--- config.mk ---
export PLATFORM = sky130hd
export DESIGN_NAME = axis_pe_pipe
export DESIGN_NICKNAME = d
export VERILOG_FILES = /design/src/rtl/axis_pe_pipe.sv
export SDC_FILE = /design/constraint.sdc
export NUM_CORES = 2
export LEC_CHECK = 0
export BUFFER_PORTS_ARGS = -buffer_cell sky130_fd_sc_hd__buf_2
export CAP_MARGIN = 15
export CORE_MARGIN = 8
export CORE_UTILIZATION = 50
export DETAILED_ROUTE_END_ITERATION = 10
export PLACE_DENSITY = 0.72
export SETUP_SLACK_MARGIN = 0.02
export SLEW_MARGIN = 20
export SYNTH_ARGS = -nofsm -noshare
export SYNTH_HDL_FRONTEND = slang
export SYNTH_MEMORY_MAX_BITS = 65536
export SYNTH_SLANG_ARGS = --single-unit
--- constraint.sdc ---
create_clock -name clk -period 11.6 [get_ports clk]
set_clock_uncertainty 0.05 [all_clocks]
set_input_delay 0.58 -clock clk [delete_from_list [all_inputs] [get_ports clk]]
set_output_delay 0.58 -clock clk [all_outputs]
set_load 0.01 [all_outputs]
--- src/rtl/axis_pe_pipe.sv ---
`default_nettype none
// ============================================================================
//  Module   : axis_pe_pipe
//  Purpose  : AXI-stream shell around an external fixed-latency kernel.
//             Accepted beats go to the kernel. Their tdest follows through a
//             latency-matched tag pipeline. Results land in an output FIFO.
//             Admission is gated by credits, so a result is never dropped.
//  Revision : 1.0  initial release
// ============================================================================
module axis_pe_pipe #(
   parameter int DATA_W     = 128,
   parameter int DEST_W     = 1,
   parameter int LATENCY    = 20,
   parameter int FIFO_DEPTH = 32,
   parameter int CNT_W      = $clog2(FIFO_DEPTH + 1)
) (
   input  logic              clk,
   input  logic              reset,
   input  logic              s_tvalid,
   output logic              s_tready,
   input  logic [DATA_W-1:0] s_tdata,
   input  logic [DEST_W-1:0] s_tdest,
   output logic              k_in_valid,
   output logic [DATA_W-1:0] k_in_data,
   input  logic [DATA_W-1:0] k_out_data,
   output logic              m_tvalid,
   input  logic              m_tready,
   output logic [DATA_W-1:0] m_tdata,
   output logic [DEST_W-1:0] m_tdest,
   output logic [CNT_W-1:0]  credits_used
);

   localparam int               PTR_W      = (FIFO_DEPTH > 1) ? $clog2(FIFO_DEPTH) : 1;
   localparam logic [CNT_W-1:0] C_DEPTH    = CNT_W'(FIFO_DEPTH);
   localparam logic [CNT_W-1:0] C_CNT_ONE  = CNT_W'(1);
   localparam logic [PTR_W-1:0] C_LAST_PTR = PTR_W'(FIFO_DEPTH - 1);
   localparam logic [PTR_W-1:0] C_PTR_ONE  = PTR_W'(1);

   logic [LATENCY-1:0] r_tag_valid;
   logic [DEST_W-1:0]  r_tag_dest [LATENCY];
   logic [DATA_W-1:0]  r_mem_data [FIFO_DEPTH];
   logic [DEST_W-1:0]  r_mem_dest [FIFO_DEPTH];
   logic [PTR_W-1:0]   r_wr_ptr;
   logic [PTR_W-1:0]   r_rd_ptr;
   logic [CNT_W-1:0]   r_fifo_cnt;
   logic [CNT_W-1:0]   r_credits;

   logic w_accept;
   logic w_wr;
   logic w_pop;
   logic w_empty;

   // Admission looks only at registered credits, never at s_tvalid.
   assign s_tready     = !reset && (r_credits < C_DEPTH);
   assign w_accept     = s_tvalid && s_tready;
   assign k_in_valid   = w_accept;
   assign k_in_data    = s_tdata;

   // The last tag stage lines up with the kernel result of the same beat.
   assign w_wr         = r_tag_valid[LATENCY-1];
   assign w_empty      = (r_fifo_cnt == '0);
   assign m_tvalid     = !w_empty;
   assign w_pop        = m_tvalid && m_tready;

   // Head outputs read as zero when empty, so they are clean out of reset.
   assign m_tdata      = w_empty ? '0 : r_mem_data[r_rd_ptr];
   assign m_tdest      = w_empty ? '0 : r_mem_dest[r_rd_ptr];
   assign credits_used = r_credits;

   // Tag pipeline: shift {valid, dest} alongside the kernel's own pipeline.
   always_ff @(posedge clk or posedge reset) begin
      if (reset) begin
         r_tag_valid <= '0;
         for (int i = 0; i < LATENCY; i++) r_tag_dest[i] <= '0;
      end else begin
         r_tag_valid[0] <= w_accept;
         r_tag_dest[0]  <= s_tdest;
         for (int i = 1; i < LATENCY; i++) begin
            r_tag_valid[i] <= r_tag_valid[i-1];
            r_tag_dest[i]  <= r_tag_dest[i-1];
         end
      end
   end

   // FIFO storage: capture the kernel result with the tag's dest.
   always_ff @(posedge clk) begin
      if (w_wr) begin
         r_mem_data[r_wr_ptr] <= k_out_data;
         r_mem_dest[r_wr_ptr] <= r_tag_dest[LATENCY-1];
      end
   end

   // FIFO pointers wrap at FIFO_DEPTH, so any depth works. Occupancy tracks write/pop.
   always_ff @(posedge clk or posedge reset) begin
      if (reset) begin
         r_wr_ptr   <= '0;
         r_rd_ptr   <= '0;
         r_fifo_cnt <= '0;
      end else begin
         if (w_wr)  r_wr_ptr <= (r_wr_ptr == C_LAST_PTR) ? '0 : r_wr_ptr + C_PTR_ONE;
         if (w_pop) r_rd_ptr <= (r_rd_ptr == C_LAST_PTR) ? '0 : r_rd_ptr + C_PTR_ONE;
         case ({w_wr, w_pop})
            2'b10:   r_fifo_cnt <= r_fifo_cnt + C_CNT_ONE;
            2'b01:   r_fifo_cnt <= r_fifo_cnt - C_CNT_ONE;
            default: r_fifo_cnt <= r_fifo_cnt;
         endcase
      end
   end

   // Credits count beats in flight plus beats buffered: +1 on accept, -1 on pop.
   always_ff @(posedge clk or posedge reset) begin
      if (reset) begin
         r_credits <= '0;
      end else begin
         case ({w_accept, w_pop})
            2'b10:   r_credits <= r_credits + C_CNT_ONE;
            2'b01:   r_credits <= r_credits - C_CNT_ONE;
            default: r_credits <= r_credits;
         endcase
      end
   end

endmodule
`default_nettype wire

# Word level (Yosys, flattened, before mapping)

Memory sizes are Yosys's and may differ from the RTL's.
Index checks and enable logic that the tools add are counted.

Reductions and logical operators: 8
Add/subtract/negate cells: 6
Magnitude comparators: 1
Equality and inequality tests: 6
Muxes and demuxes: 8

Operator list:

| cell                                                                  | count |
|---|---|
| 128-bit two-way mux                                                   | 1 |
| 6-bit case mux with 2 select lines                                    | 2 |
| 6-bit by 1-bit adder with 6-bit output, second input constant         | 2 |
| 6-bit by 1-bit subtractor with 6-bit output, second input constant    | 2 |
| 5-bit by 1-bit adder with 5-bit output, second input constant         | 2 |
| 5-bit equality test, second input constant                            | 2 |
| 5-bit two-way mux                                                     | 2 |
| 6-bit logical NOT                                                     | 1 |
| 6-bit less-than comparator, second input constant                     | 1 |
| 2-bit by 1-bit equality test with 1-bit output, second input constant | 2 |
| 2-bit equality test, second input constant                            | 2 |
| 2-bit nonzero test                                                    | 2 |
| 1-bit logical AND                                                     | 3 |
| 1-bit two-way mux                                                     | 3 |
| 1-bit logical NOT                                                     | 2 |

Register bits: 62
Memories kept: 2
Output and inout bits: 266
Input port bits: 261
Bits in writable memories: 4128
Logic and storage cells: 56

Memories:

| name       | depth | bits a word | rd ports | clocked after memory_dff | write ports | RTL line | RTL |
|---|---|---|---|---|---|---|---|
| r_mem_data | 32    | 128         | 1        | 0                        | 1           | 41       | `logic [DATA_W-1:0] r_mem_data [FIFO_DEPTH];` |
| r_mem_dest | 32    | 1           | 1        | 0                        | 1           | 42       | `logic [DEST_W-1:0] r_mem_dest [FIFO_DEPTH];` |

# Longest topological paths before layout

Word-level depth: 5
Mapped depth: 13

# Least setup slack after synthesis

No wires, ideal clock.

Path kind: reg2reg
Start: register r_wr_ptr[4]
End: memory r_mem_data[26][0] (enable)
Slack: 1.132 ns
Required time: 10.775 ns
Arrival time: 9.643 ns
Library setup time: 0.775 ns
Stages on the path, launching flop included: 4
Path buffers: 1
Clock period less this slack: 10.468 ns
Cell sequence: dfrtp_1 > clkbuf_1 > nand2_1 > nor3_1

RTL lines:

| item                     | RTL line | RTL |
|---|---|---|
| start: declaration       | 43       | `logic [PTR_W-1:0] r_wr_ptr;` |
| start signal: assignment | 100      | `if (w_wr) r_wr_ptr <= (r_wr_ptr == C_LAST_PTR) ? '0 : r_wr_ptr + C_PTR_ONE;` |
| end: declaration         | 41       |  |

No word-level cell before the write port.

# Final worst setup path

Start: register r_rd_ptr[3]
End: output port m_tdata[10]

Word-level cells in the longest chain between the ends: 2

RTL lines:

| item                     | RTL line | RTL |
|---|---|---|
| start: declaration       | 44       | `logic [PTR_W-1:0] r_rd_ptr;` |
| start signal: assignment | 101      | `if (w_pop) r_rd_ptr <= (r_rd_ptr == C_LAST_PTR) ? '0 : r_rd_ptr + C_PTR_ONE;` |
| memory 32 x 128 bit      | --       |  |
| 128-bit two-way mux      | 66       | `assign m_tdata = w_empty ? '0 : r_mem_data[r_rd_ptr];` |
| end: declaration         | 28       | `output logic [DATA_W-1:0] m_tdata,` |

No other way between the ends.

==> impl_metrics.py <==
metrics = {
    "outcome": {
        "outcome": "finished clean",
    },
    "route": {
        "top_layer_used": "met5",
        "wire_per_inst_um": 32.52,
        "wirelength_mm": 405.0,
        "viasPerCell": 6.375,
        "m1WireLength_mm": 153.9,
        "postRouteAntennaNets": 0,
        "met3_length_mm": 39.04,
        "drc": 0,
        "firstDrtPassIters": 6,
        "drt_iter0_drc": 9539,
        "vias": 79405,
        "wl_met2_mm": 196.9,
    },
    "floorplan": {
        "row_count": 208,
        "io_pins": 527,
        "die-area_mm2": 0.3393,
        "die_w_um": 582.5,
        "core_area_mm2": 0.3201,
        "initial_core_util": 0.5013,
        "die_h_um": 582.5,
    },
    "timing": {
        "grt_setup_unrepaired": "false",
        "setup_tns_ns": 0,
        "fin_crit_ns": 6.541,
        "max_freq_ghz": 0.1529,
        "slew-limit-headroom": 0.1977,
        "slew_violations": 0,
        "hold_violations": 0,
        "period_share": 0.5638,
        "worst_slew_pin_slew_ns": 1.204,
        "setup_viol": 0,
    },
    "power": {
        "power_density_mw_per_mm2": 220.0,
        "seqPwrFrac": 0.433,
        "p_sw_mw": 11.31,
        "comb_power_share": 0.230,
        "clkPwrFrac": 0.337,
        "ir_drop_v": 0.0002059,
        "cell_internal_pwr_mw": 28.25,
        "totalPowerFinal_mw": 39.56,
        "swShare": 0.2859,
        "leakage_nw": 58.60,
    },
    "setup_path": {
        "critical_path.startpoint_type": "flip-flop",
        "arrival_ns": 5.91,
        "crit_required_ns": 10.97,
        "crit_fanout": 54,
        "worst-setup-path-type": "flip-flop to primary output",
        "worstSetupEndpointType": "primary output",
    },
    "clocking": {
        "cts_hold_repair.buffers": 25,
        "cts_buffers": 413,
        "cts-root-buf": "clkbuf_16",
        "cts_tree": "yes",
        "cts_repair_resize_count": 0,
        "cts-htree-levels": 5,
        "post-cts-setup-buffers": 0,
        "cts_buffer_depth": 4,
        "insertion_delay_ns": 0.94,
        "clkSinkCount": 4190,
        "cts.clk_slew.worst_paths_ns": 0.06,
    },
    "synth": {
        "yosysTopAreaCellShare": 0.7724,
        "synth_edf_count": 4128,
        "synth_xor_area_frac": 0.0008186,
        "syn_inst": 7565,
        "synth-simple-area-share": 0.01114,
        "synth-warning-count": 0,
        "avgSynthCellArea_um2": 21.21,
        "synth_top_family_by_area": "multiplexers",
        "ys_top_cells_by_area": "edfxtp_1, mux4_2, mux2i_1, mux2_2, o22ai_1",
        "seq_area_frac_synth": 0.7821,
        "synth-compound-area-share": 0.02924,
        "synthFlopType": "edfxtp_1",
        "synth_nets": 7839,
        "synthMuxAreaShare": 0.1568,
        "yosys.area_share.adder": 0.001014,
        "async_flop_share": 0.01480,
        "yosysUniqueCellTypes": 48,
        "ys_ff_latch": 4190,
        "synthesis.area_mm2": 0.1605,
        "yosysTopAreaCell": "edfxtp_1",
    },
    "finish": {
        "fin_area_mm2": 0.1799,
        "multi_input_area_mm2": 0.03219,
        "drive_gt1_frac": 0.2350,
        "seq_area_mm2": 0.1255,
        "fill_cells": 23075,
        "final_nets": 8161,
        "areaGrowthSynthToFinish_pct": 12.07,
    },
    "place": {
        "placed_area_mm2": 0.1659,
        "place.gp.congestion": 0.7452,
        "portBuffers": 270,
        "dp_hpwl_mm": 193.7,
    },
    "grt": {
        "grt_max_degree": 141,
        "grt_pass1_vias": 80058,
        "grt-ovfl-total": 0,
        "track_usage": 0.2318,
        "grt_pass1_wl_mm": 573.9,
        "antenna_found_initial": 66,
    },
    "job": {
        "maxCapViolCount": 0,
    },
    "worst_hold_path": {
        "hold_class": "input port to flip-flop",
    },
}
-- per-layer routing --
| metal | up-vias | track usage |
|---|---|---|
| met5 | - | 0 |
| li1 | 32034 | - |
| met2 | 4283 | 0.3818 |
| met3 | 893 | 0.04255 |
| met1 | 42147 | 0.3140 |
| met4 | 48 | 0.08001 |
-- stage by stage --
stage / utilization / setup WS (ns) / hold WS [ns] / std cells
after detailed placement: 0.5182 / 6.147 / 0.2847 / 11644
after global routing: 0.5617 / 4.973 / 0.06354 / 12437
final: 0.5619 / 5.059 / 0.05819 / 12455
after global placement: 0.5182 / 6.153 / 0.2823 / 11644
after floorplan: - / 1.132 / 0.2812 / 7565
after CTS: 0.5614 / 5.121 / 0.00006106 / 12428
-- critical path: stages, from the launching register on --
cell	delay, ns
dfrtp_4	0.73
or3b_4	0.94
buf_4	0.71
buf_4	0.97
o22a_1	0.29
o221ai_1	0.11
o31ai_1	0.27
nand3_1	0.44
buf_2	0.31
-- power by group through the flow --
stage                     sequential (mW)  clock [mW]  combinational [mW]
after floorplan                      17.4           0                6.02
after global placement               17.4           0                9.07
after detailed placement             17.4           0                9.16
after CTS                            17.1        13.5                9.20
after global routing                 17.1        14.1                9.61
final                                17.1        13.3                9.11
-- cells in the final DEF, fill, tap and decap left out, types with 84 or more instances in the layout --
| cell type | instances |
|---|---|
| mux2i_1 | 845 |
| mux2_2 | 261 |
| mux4_2 | 611 |
| clkinv_1 | 84 |
| buf_4 | 123 |
| clkbuf_1 | 89 |
| nand2_1 | 182 |
| o22ai_1 | 354 |
| buf_2 | 270 |
| a22oi_1 | 95 |
| edfxtp_1 | 4128 |
| o31ai_1 | 131 |
| clkbuf_16 | 417 |
| nand3_1 | 135 |
-- state kept, by name, summed over array words and instances, names as in the netlist --
register / flops
r_mem_data: 4096
r_tag_dest: 20
r_mem_dest: 32
r_wr_ptr: 5
r_tag_valid: 20
r_fifo_cnt: 6
r_rd_ptr: 5
credits_used: 6
-- synth_stat cells (3+ instances only) --
| cell | instances |
|---|---|
| a21o_1 | 3 |
| a21oi_1 | 8 |
| a221oi_1 | 3 |
| a22oi_1 | 95 |
| buf_1 | 39 |
| buf_2 | 124 |
| buf_4 | 167 |
| buf_6 | 23 |
| clkbuf_1 | 193 |
| dfrtp_1 | 62 |
| edfxtp_1 | 4128 |
| ha_1 | 13 |
| inv_1 | 9 |
| mux2_2 | 261 |
| mux2i_1 | 845 |
| mux4_2 | 611 |
| nand2_1 | 184 |
| nand2b_1 | 7 |
| nand3_1 | 136 |
| nand3b_1 | 6 |
| nor2_1 | 29 |
| nor3_1 | 14 |
| o21ai_0 | 11 |
| o221ai_1 | 34 |
| o22a_1 | 34 |
| o22ai_1 | 354 |
| o31ai_1 | 131 |
| or3_1 | 4 |
| xnor2_1 | 7 |
| xor2_1 | 8 |
-- worst paths after layout --
check / cells past startpoint / startpoint / slack, ns / to
max reg2reg: 6 / r_wr_ptr[1] / 7.81 / r_mem_data[5][18]
max: 8 / r_rd_ptr[3] / 5.06 / m_tdata[10]
max in group asynchronous: 4 / reset / 10.39 / r_rd_ptr[3]
min reg2reg: 0 / r_tag_valid[13] / 0.29 / r_tag_valid[14]
min: 1 / k_out_data[87] / 0.06 / r_mem_data[14][87]
min in group asynchronous: 4 / reset / 0.39 / credits_used[5]
-- cell type report --
cell class	instances	area share
diodes	24	0.0003339
flip-flops and latches	4190	0.6979
repair buffers	453	0.01791
clock buffers	509	0.06011
multi-input cells	2820	0.1790
well taps	4200	0.02922
inverters	9	0.0001878
clock inverters	250	0.01535
-- kinds of logic (layout without fill, tap and decap cells) --
group                    count (synthesis)  after routing
AO/OA/AOI/OAI                          679            679
XOR/XNOR                                15             15
adder cells (fa/ha/maj)                 13             13
buffers and inverters                  555           1221
flip-flops                            4190           4190
multiplexers                          1717           1717
other                                    0             24
AND/OR/NAND/NOR                        396            396
Note: power is estimated with default switching activity, not from simulation.
